[src/rtl/dm_arb_pkg.sv]
// Shared types and defaults for the data-memory arbiter.
// Latency: none (declarations only).
// Backpressure: n/a.
package dm_arb_pkg;

    localparam int unsigned STARVE_LIMIT_DEF = 4;
    localparam int unsigned CNT_W_DEF        = 4;

    typedef enum logic [1:0] {
        OWN_NONE = 2'd0,
        OWN_CPU  = 2'd1,
        OWN_EXT  = 2'd2
    } owner_t;

endpackage

[src/rtl/dm_arb_starve_cnt.sv]
// Saturating starvation counter; at_limit flags that the waiting master must be forced in.
// Latency: count updates on the rising edge, at_limit is a decode of the current count.
// Backpressure: none; clr has priority over inc, count holds at LIMIT.
//
// Ports: clk, reset (sync, active-high), inc, clr, at_limit.
module dm_arb_starve_cnt #(
    parameter int unsigned LIMIT = 4,
    parameter int unsigned W     = 4
) (
    input  logic clk,
    input  logic reset,
    input  logic inc,
    input  logic clr,
    output logic at_limit
);

    localparam logic [W-1:0] LIMIT_V = W'(LIMIT);

    logic [W-1:0] cnt;

    assign at_limit = (cnt == LIMIT_V);

    always_ff @(posedge clk) begin
        if (reset) begin
            cnt <= '0;
        end else if (clr) begin
            cnt <= '0;
        end else if (inc && !at_limit) begin
            cnt <= cnt + 1'b1;
        end
    end

endmodule

[src/rtl/dm_arbiter.sv]
// Shares the single-port data memory between the MEM stage (priority) and one external master.
// Latency: DM request path and cpu_rdata are combinational; ext_rdata/ext_rvalid arrive one cycle after an ext read grant.
// Backpressure: ext_req waits while the CPU is using DM; after STARVE_LIMIT denied cycles ext is forced in and cpu_stall freezes the pipeline for that cycle.
//
// Ports:
//   clk, reset                         clock and synchronous active-high reset
//   cpu_req/we/addr/wd, cpu_rdata      MEM-stage access, combinational load data
//   cpu_stall                          hold IF..MEM this cycle
//   ext_req/we/addr/wd, ext_gnt        external request, held until granted
//   ext_rvalid, ext_rdata              registered read return for ext
//   dm_re/we/addr/wd, dm_rdata         data memory interface
//   stat_stalls, stat_ext_grants       saturating event counters (only with DM_ARB_STAT_EN)
import dm_arb_pkg::*;

module dm_arbiter #(
    parameter int unsigned STARVE_LIMIT = STARVE_LIMIT_DEF,
    parameter int unsigned CNT_W        = CNT_W_DEF
) (
    input  logic        clk,
    input  logic        reset,
    input  logic        cpu_req,
    input  logic        cpu_we,
    input  logic [31:0] cpu_addr,
    input  logic [31:0] cpu_wd,
    output logic [31:0] cpu_rdata,
    output logic        cpu_stall,
    input  logic        ext_req,
    input  logic        ext_we,
    input  logic [31:0] ext_addr,
    input  logic [31:0] ext_wd,
    output logic        ext_gnt,
    output logic        ext_rvalid,
    output logic [31:0] ext_rdata,
    output logic        dm_re,
    output logic        dm_we,
    output logic [31:0] dm_addr,
    output logic [31:0] dm_wd,
`ifdef DM_ARB_STAT_EN
    output logic [31:0] stat_stalls,
    output logic [31:0] stat_ext_grants,
`endif
    input  logic [31:0] dm_rdata
);

    owner_t owner;
    logic   force_ext;

    // Counter clears whenever ext is granted or stops asking, so a forced
    // grant can never repeat on consecutive cycles.
    dm_arb_starve_cnt #(
        .LIMIT (STARVE_LIMIT),
        .W     (CNT_W)
    ) u_starve_cnt (
        .clk      (clk),
        .reset    (reset),
        .inc      (ext_req & ~ext_gnt),
        .clr      (ext_gnt | ~ext_req),
        .at_limit (force_ext)
    );

    always_comb begin
        owner = OWN_NONE;
        if (force_ext && ext_req) begin
            owner = OWN_EXT;
        end else if (cpu_req) begin
            owner = OWN_CPU;
        end else if (ext_req) begin
            owner = OWN_EXT;
        end
    end

    // Only the owner reaches DM; a stalled CPU store is simply not presented.
    always_comb begin
        dm_we   = 1'b0;
        dm_addr = '0;
        dm_wd   = '0;
        case (owner)
            OWN_CPU: begin
                dm_we   = cpu_we;
                dm_addr = cpu_addr;
                dm_wd   = cpu_wd;
            end
            OWN_EXT: begin
                dm_we   = ext_we;
                dm_addr = ext_addr;
                dm_wd   = ext_wd;
            end
            default: begin
            end
        endcase
    end

    assign dm_re     = (owner != OWN_NONE) && !dm_we;
    assign ext_gnt   = (owner == OWN_EXT);
    assign cpu_stall = force_ext & ext_req & cpu_req;
    assign cpu_rdata = (owner == OWN_CPU) ? dm_rdata : '0;

    always_ff @(posedge clk) begin
        if (reset) begin
            ext_rvalid <= 1'b0;
            ext_rdata  <= '0;
        end else begin
            ext_rvalid <= ext_gnt & ~ext_we;
            if (ext_gnt && !ext_we) begin
                ext_rdata <= dm_rdata;
            end
        end
    end

`ifdef DM_ARB_STAT_EN
    always_ff @(posedge clk) begin
        if (reset) begin
            stat_stalls     <= '0;
            stat_ext_grants <= '0;
        end else begin
            if (cpu_stall && (stat_stalls != 32'hFFFF_FFFF)) begin
                stat_stalls <= stat_stalls + 32'd1;
            end
            if (ext_gnt && (stat_ext_grants != 32'hFFFF_FFFF)) begin
                stat_ext_grants <= stat_ext_grants + 32'd1;
            end
        end
    end
`endif

endmodule

[config.mk]
export PLATFORM = sky130hd
export DESIGN_NAME = dm_arbiter
export DESIGN_NICKNAME = d
export VERILOG_FILES = /design/src/rtl/dm_arb_pkg.sv /design/src/rtl/dm_arb_starve_cnt.sv /design/src/rtl/dm_arbiter.sv
export SDC_FILE = /design/constraint.sdc
export NUM_CORES = 1
export LEC_CHECK = 0
export CAP_MARGIN = 20
export CORE_AREA = 8 8 111 113
export DETAILED_ROUTE_END_ITERATION = 10
export DIE_AREA = 0 0 119 121
export HOLD_SLACK_MARGIN = 0.02
export PLACE_DENSITY = 0.82
export SLEW_MARGIN = 10
export SYNTH_ARGS = -nofsm -noshare
export SYNTH_HDL_FRONTEND = slang
export SYNTH_SLANG_ARGS = --single-unit
[constraint.sdc]
create_clock -name clk -period 2 [get_ports clk]
set_input_delay 0.2 -clock clk [delete_from_list [all_inputs] [get_ports clk]]
set_output_delay 0.2 -clock clk [all_outputs]
set_load 0.01 [all_outputs]
==> impl_metrics.tcl, run 1 <==
set metrics [dict create \
    vdd_drop_max_mv 0.421 \
    synth_warnings 0 \
    synth_top_area_share_pct 28.7 \
    wl_per_cell_um 22.5 \
    yosysTopAreaCell "dfxtp_1" \
    end_kind "output pin" \
    critPathArrivalTime_ps 1950 \
    via_count 3544 \
    hpwl_mm 12.6 \
    rsz0062_at_grt "true" \
    nFillCells 888 \
    syn-num-nets 449 \
    synth_edf_count 0 \
    cts_tree "done" \
    ys_ff_latch 37 \
    grt_pass1_vias 3761 \
    use_met3_pct 7.21 \
    core_area_um2 10600 \
    path_clk_slew_ps 80 \
    busiest_layer "met2" \
    synth_common_cells "a22o_1 (65), nand2b_1 (65), dfxtp_1 (37)" \
    initial_core_util_pct 24.3 \
    clock_skew_ps 9.67 \
    slew_headroom_pct 79.3 \
    rows 38 \
    fin_crit_ps 2150 \
    gr-usage-met2_pct 39.1 \
    status "finished, violations left" \
    netlist_area_um2 2580 \
    ant_nets 0 \
    gp_congestion 0.896 \
    htree_num_levels 2 \
    slew_violations 0 \
    violations "setup timing" \
    finalNonFillerCells 747 \
    clock_sinks 37 \
    io_buffers 298 \
    ctsHoldBuffers 0 \
    setup_tns_ps -8720 \
    avgSynthCellArea_um2 9.17 \
    worst_pin_slew_ps 310 \
    p_total_mw 2.63 \
    yosysUniqueCellTypes 24 \
    p_leak_nw 2.69 \
    ys.flop_type "dfxtp_1" \
    ys_seq_area_share_pct 28.7 \
    placed_cells 708 \
    period_share_pct 107 \
    io_pins 299 \
    critPathKind "flip-flop to output pin" \
    drt_wl_total_mm 16.8 \
    cp_max_fo 5 \
    finalHoldViolCount 0 \
    grt_overflow 0 \
    die_y_um 121 \
    insertion_delay_ps 290 \
    die_x_um 119 \
    setup_violations 93 \
    synth_cells 281 \
    grt_pass1_wl_mm 23.4 \
    nNetsFinal 771 \
    drt-pass1-iter-count 4 \
    route.detailed.vias_per_inst 4.74 \
    maxCapViolations 0 \
    async_flop_share_pct 0 \
    use_met1_pct 21.7 \
    drc 0 \
    p_per_area_nw_per_um2 418 \
    cts_buffers 5 \
    cp-start-kind "flip-flop" \
    antenna_found_initial 3 \
    grt_max_degree 48 \
    cts_buffer_depth 2 \
    first_iter_violations 247 \
    drive_above_1_share_pct 29.5 \
    area_growth_pct 144 \
    yosys-top-cells-area "dfxtp_1 (29%), a22o_1 (22%), nand2b_1 (16%)" \
    cts_root_buffer "clkbuf_8" \
    groute.usage.overall_pct 21.1 \
    setup_slack_ps -146 \
    timing.fmax_mhz 466 \
    required_ps 1800 \
    hold_class "flip-flop to flip-flop" \
    dieArea_um2 14400 \
]
## final timing paths
check / from / to / slack, ps / depth (start not counted)
worst max-delay path: u_starve_cnt.cnt[0] / dm_we / -150 / 9
worst max register to register: u_starve_cnt.cnt[0] / ext_rdata[27] / 370 / 8
worst min register to register: ext_rdata[1] / ext_rdata[1] / 470 / 2
worst min-delay path: ext_rdata[1] / ext_rdata[1] / 470 / 2
## layout make-up
type	instances	area [µm²]	share of cell area, %
timing repair buffer	342	3490	55.6
multi-input combinational	214	1730	27.6
sequential	37	743	11.8
tap	140	175	2.79
clock buffer	6	82.6	1.31
clock inverter	2	37.5	0.597
inverter	3	11.3	0.179
antenna	3	7.51	0.119
## through the flow
step | utilization, % | hold slack [ps] | setup WS (ps) | instance area, µm²
2_1_floorplan | - | 355 | 309 | 2580
3_3_place_gp | 54.3 | 457 | -241 | 5750
3_5_place_dp | 54.3 | 466 | -299 | 5750
4_1_cts | 57.7 | 478 | -209 | 6120
5_1_grt | 59.3 | 490 | -212 | 6280
6_report | 59.3 | 473 | -146 | 6280
## cells by family (layout without fill, tap and decap cells)
family / count (synthesis) / in the layout / share of synthesized area (%)
other: 0 / 3 / 0
flip-flops: 37 / 37 / 28.7
XOR/XNOR: 2 / 2 / 0.680
buffers and inverters: 30 / 353 / 6.60
AO/OA/AOI/OAI: 69 / 69 / 24.2
adder cells (fa/ha/maj): 2 / 2 / 0.971
multiplexers: 32 / 32 / 12.4
AND/OR/NAND/NOR: 109 / 109 / 26.4
## critical path: stages (launching register included)
cell and delay, ps:
dfxtp_2 340, inv_2 50, ha_4 150, and3b_2 220, a21boi_4 200, buf_12 160
buf_8 130, clkbuf_16 140, a22o_1 130, buf_2 140
## placed cells by master, fill, tap and decap left out, types with 11 or more instances in the layout
master and instances:
nand2b_1 65, buf_2 56, clkdlybuf4s50_1 198, dfxtp_1 35, buf_4 14, a22o_1 65, buf_12 13, mux2i_1 32
and2_1 16, clkdlybuf4s15_2 11, and2_4 16, buf_6 35
## flip-flops by register name (all words and copies together), names as in the netlist
register          count
ext_rdata            32
ext_rvalid            1
u_starve_cnt.cnt      4
## per-layer routing
metal	up-vias	wire length [µm]
li1	1647	-
met1	1683	6110
met2	198	8770
met3	16	1490
met4	0	405
met5	-	0
## report_power, final
| part | switching (mW) | internal [mW] |
|---|---|---|
| Sequential | 0.0125 | 0.761 |
| Combinational | 0.429 | 0.749 |
| Clock | 0.271 | 0.405 |
## what timing repair did
action / in CTS / in global routing
setup endpoints to repair: 100 / 99
cloned: 10 / 7
resized for setup: 426 / 39
pin swaps: 21 / 13
buffers inserted: 8 / 8
(Power assumes the default switching activity.)
==> run 2: changes to the inputs <==
PLACE_DENSITY = 0.84   (was 0.82)
==> run 2 against run 1 <==
Compared with the run above:
- critical path type unchanged
- the run still ends with setup timing left
- clock power decreased by 23%
- first-iteration DRC count increased by 29%
- largest cell class unchanged
- routed wire length decreased by 0.85%
- final cell count decreased by 1.3%
==> impl_metrics.tcl, run 2 (synthesis gave the netlist of run 1 again) <==
set metrics [dict create \
    via_count 3531 \
    cts_buffers 5 \
    hpwl_mm 12.5 \
    io_pins 299 \
    area_growth_pct 142 \
    dieArea_um2 14400 \
    antenna_found_initial 7 \
    ant_nets 0 \
    groute.usage.overall_pct 21.3 \
    path_clk_slew_ps 70 \
    cts_buffer_depth 2 \
    grt_overflow 0 \
    drc 0 \
    nNetsFinal 762 \
    regMostFlops "ext_rdata" \
    clock_sinks 37 \
    htree_num_levels 2 \
    cp_max_fo 5 \
    wl_per_cell_um 22.6 \
    drt-pass1-iter-count 5 \
    route.detailed.vias_per_inst 4.79 \
    endpoint "dm_wd[29]" \
    first_iter_violations 319 \
    hold_class "flip-flop to flip-flop" \
    p_per_area_nw_per_um2 394 \
    p_leak_nw 2.60 \
    largest_reg_flops 32 \
    cp-start-kind "flip-flop" \
    rsz0062_at_grt "true" \
    r2r_start "u_starve_cnt.cnt[1]" \
    finalHoldViolCount 0 \
    io_buffers 298 \
    fin_util_pct 58.9 \
    setup_slack_ps -149 \
    slew_violations 0 \
    cts_root_buffer "clkbuf_8" \
    layout_common_cells "clkdlybuf4s50_1 (199), a22o_1 (65), nand2b_1 (65), dfxtp_1 (35), mux2i_1 (32)" \
    worst-r2r-cell-count 7 \
    setup_violations 98 \
    clock_skew_ps 7.32 \
    reg_top3 "ext_rdata x32, u_starve_cnt.cnt x4, ext_rvalid x1" \
    drive_above_1_share_pct 24.6 \
    slew_headroom_pct 69.4 \
    reg2reg_setup_slack_ps 490 \
    required_ps 1800 \
    rows 38 \
    grt_pass1_vias 3687 \
    violations "setup timing" \
    period_share_pct 107 \
    r2r_end "ext_rdata[29]" \
    drt_wl_total_mm 16.6 \
    grt_pass1_wl_mm 23.6 \
    layout_commonest_cell "clkdlybuf4s50_1" \
    timing.fmax_mhz 465 \
    nFillCells 902 \
    critPathKind "flip-flop to output pin" \
    initial_core_util_pct 24.3 \
    core_area_um2 10600 \
    die_y_um 121 \
    insertion_delay_ps 280 \
    end_kind "output pin" \
    status "finished, violations left" \
    vdd_drop_max_mv 0.344 \
    gp_congestion 0.986 \
    holdWs_ps 474 \
    worst_pin_slew_ps 457 \
    ctsHoldBuffers 0 \
    cts_tree "done" \
    fin_crit_ps 2150 \
    maxCapViolations 0 \
    startpoint "u_starve_cnt.cnt[1]" \
    critPathArrivalTime_ps 1950 \
    die_x_um 119 \
    grt_max_degree 40 \
]
## run 2: power breakdown
group,switching [mW],internal [mW],total (mW)
combinational,0.425,0.742,1.17
sequential,0.0127,0.761,0.774
clock,0.246,0.274,0.519
## run 2: area by class of cell
class	count	area, µm²	area share (%)
antenna	3	7.51	0.120
clock buffer	7	86.3	1.38
inverter	3	11.3	0.180
multi-input combinational	214	1750	28.0
sequential	37	743	11.9
tap	140	175	2.81
timing repair buffer	333	3470	55.6
## run 2: worst max-delay path: stages (launching register included)
cell and delay [ps]:
dfxtp_2 340, inv_2 40, ha_4 160, and3b_2 220, a21boi_4 160, buf_6 160
buf_12 160, buf_12 130, a22o_1 150, buf_2 150
## run 2: metal layers
layer  track usage, %  wire [µm]  vias to the layer above
li1                 -          -                     1631
met1             21.3       5740                     1643
met2             39.1       8740                      220
met3             9.21       1740                       29
met4             6.96        352                        8
met5                0         60                        -
## run 2: worst min path at each step
stage | from | to | depth (start not counted)
after floorplan | dm_rdata[10] | ext_rdata[10] | 2
after global placement | ext_rdata[12] | ext_rdata[12] | 2
after detailed placement | ext_rdata[10] | ext_rdata[10] | 2
after CTS | ext_rdata[24] | ext_rdata[24] | 2
after global routing | ext_rdata[24] | ext_rdata[24] | 2
final | ext_rdata[0] | ext_rdata[0] | 2
## run 2: through the flow
stage	area (µm²)	total power [mW]	setup slack, ps	TNS, ps	cells
finish	6240	2.46	-149	-8060	737
CTS	6090	2.44	-143	-8660	733
detailed placement	5740	1.86	-343	-25960	708
global placement	5740	1.85	-318	-23040	708
floorplan	2580	1.14	309	0	281
global route	6240	2.58	-222	-16090	737
## run 2: repair_timing
item / in CTS / in global routing
setup buffers: 8 / 0
cloned: 10 / 2
pin swaps: 11 / 8
gates resized for setup: 374 / 29
hold endpoints to repair: 0 / 0
endpoints found under the setup margin: 99 / 98
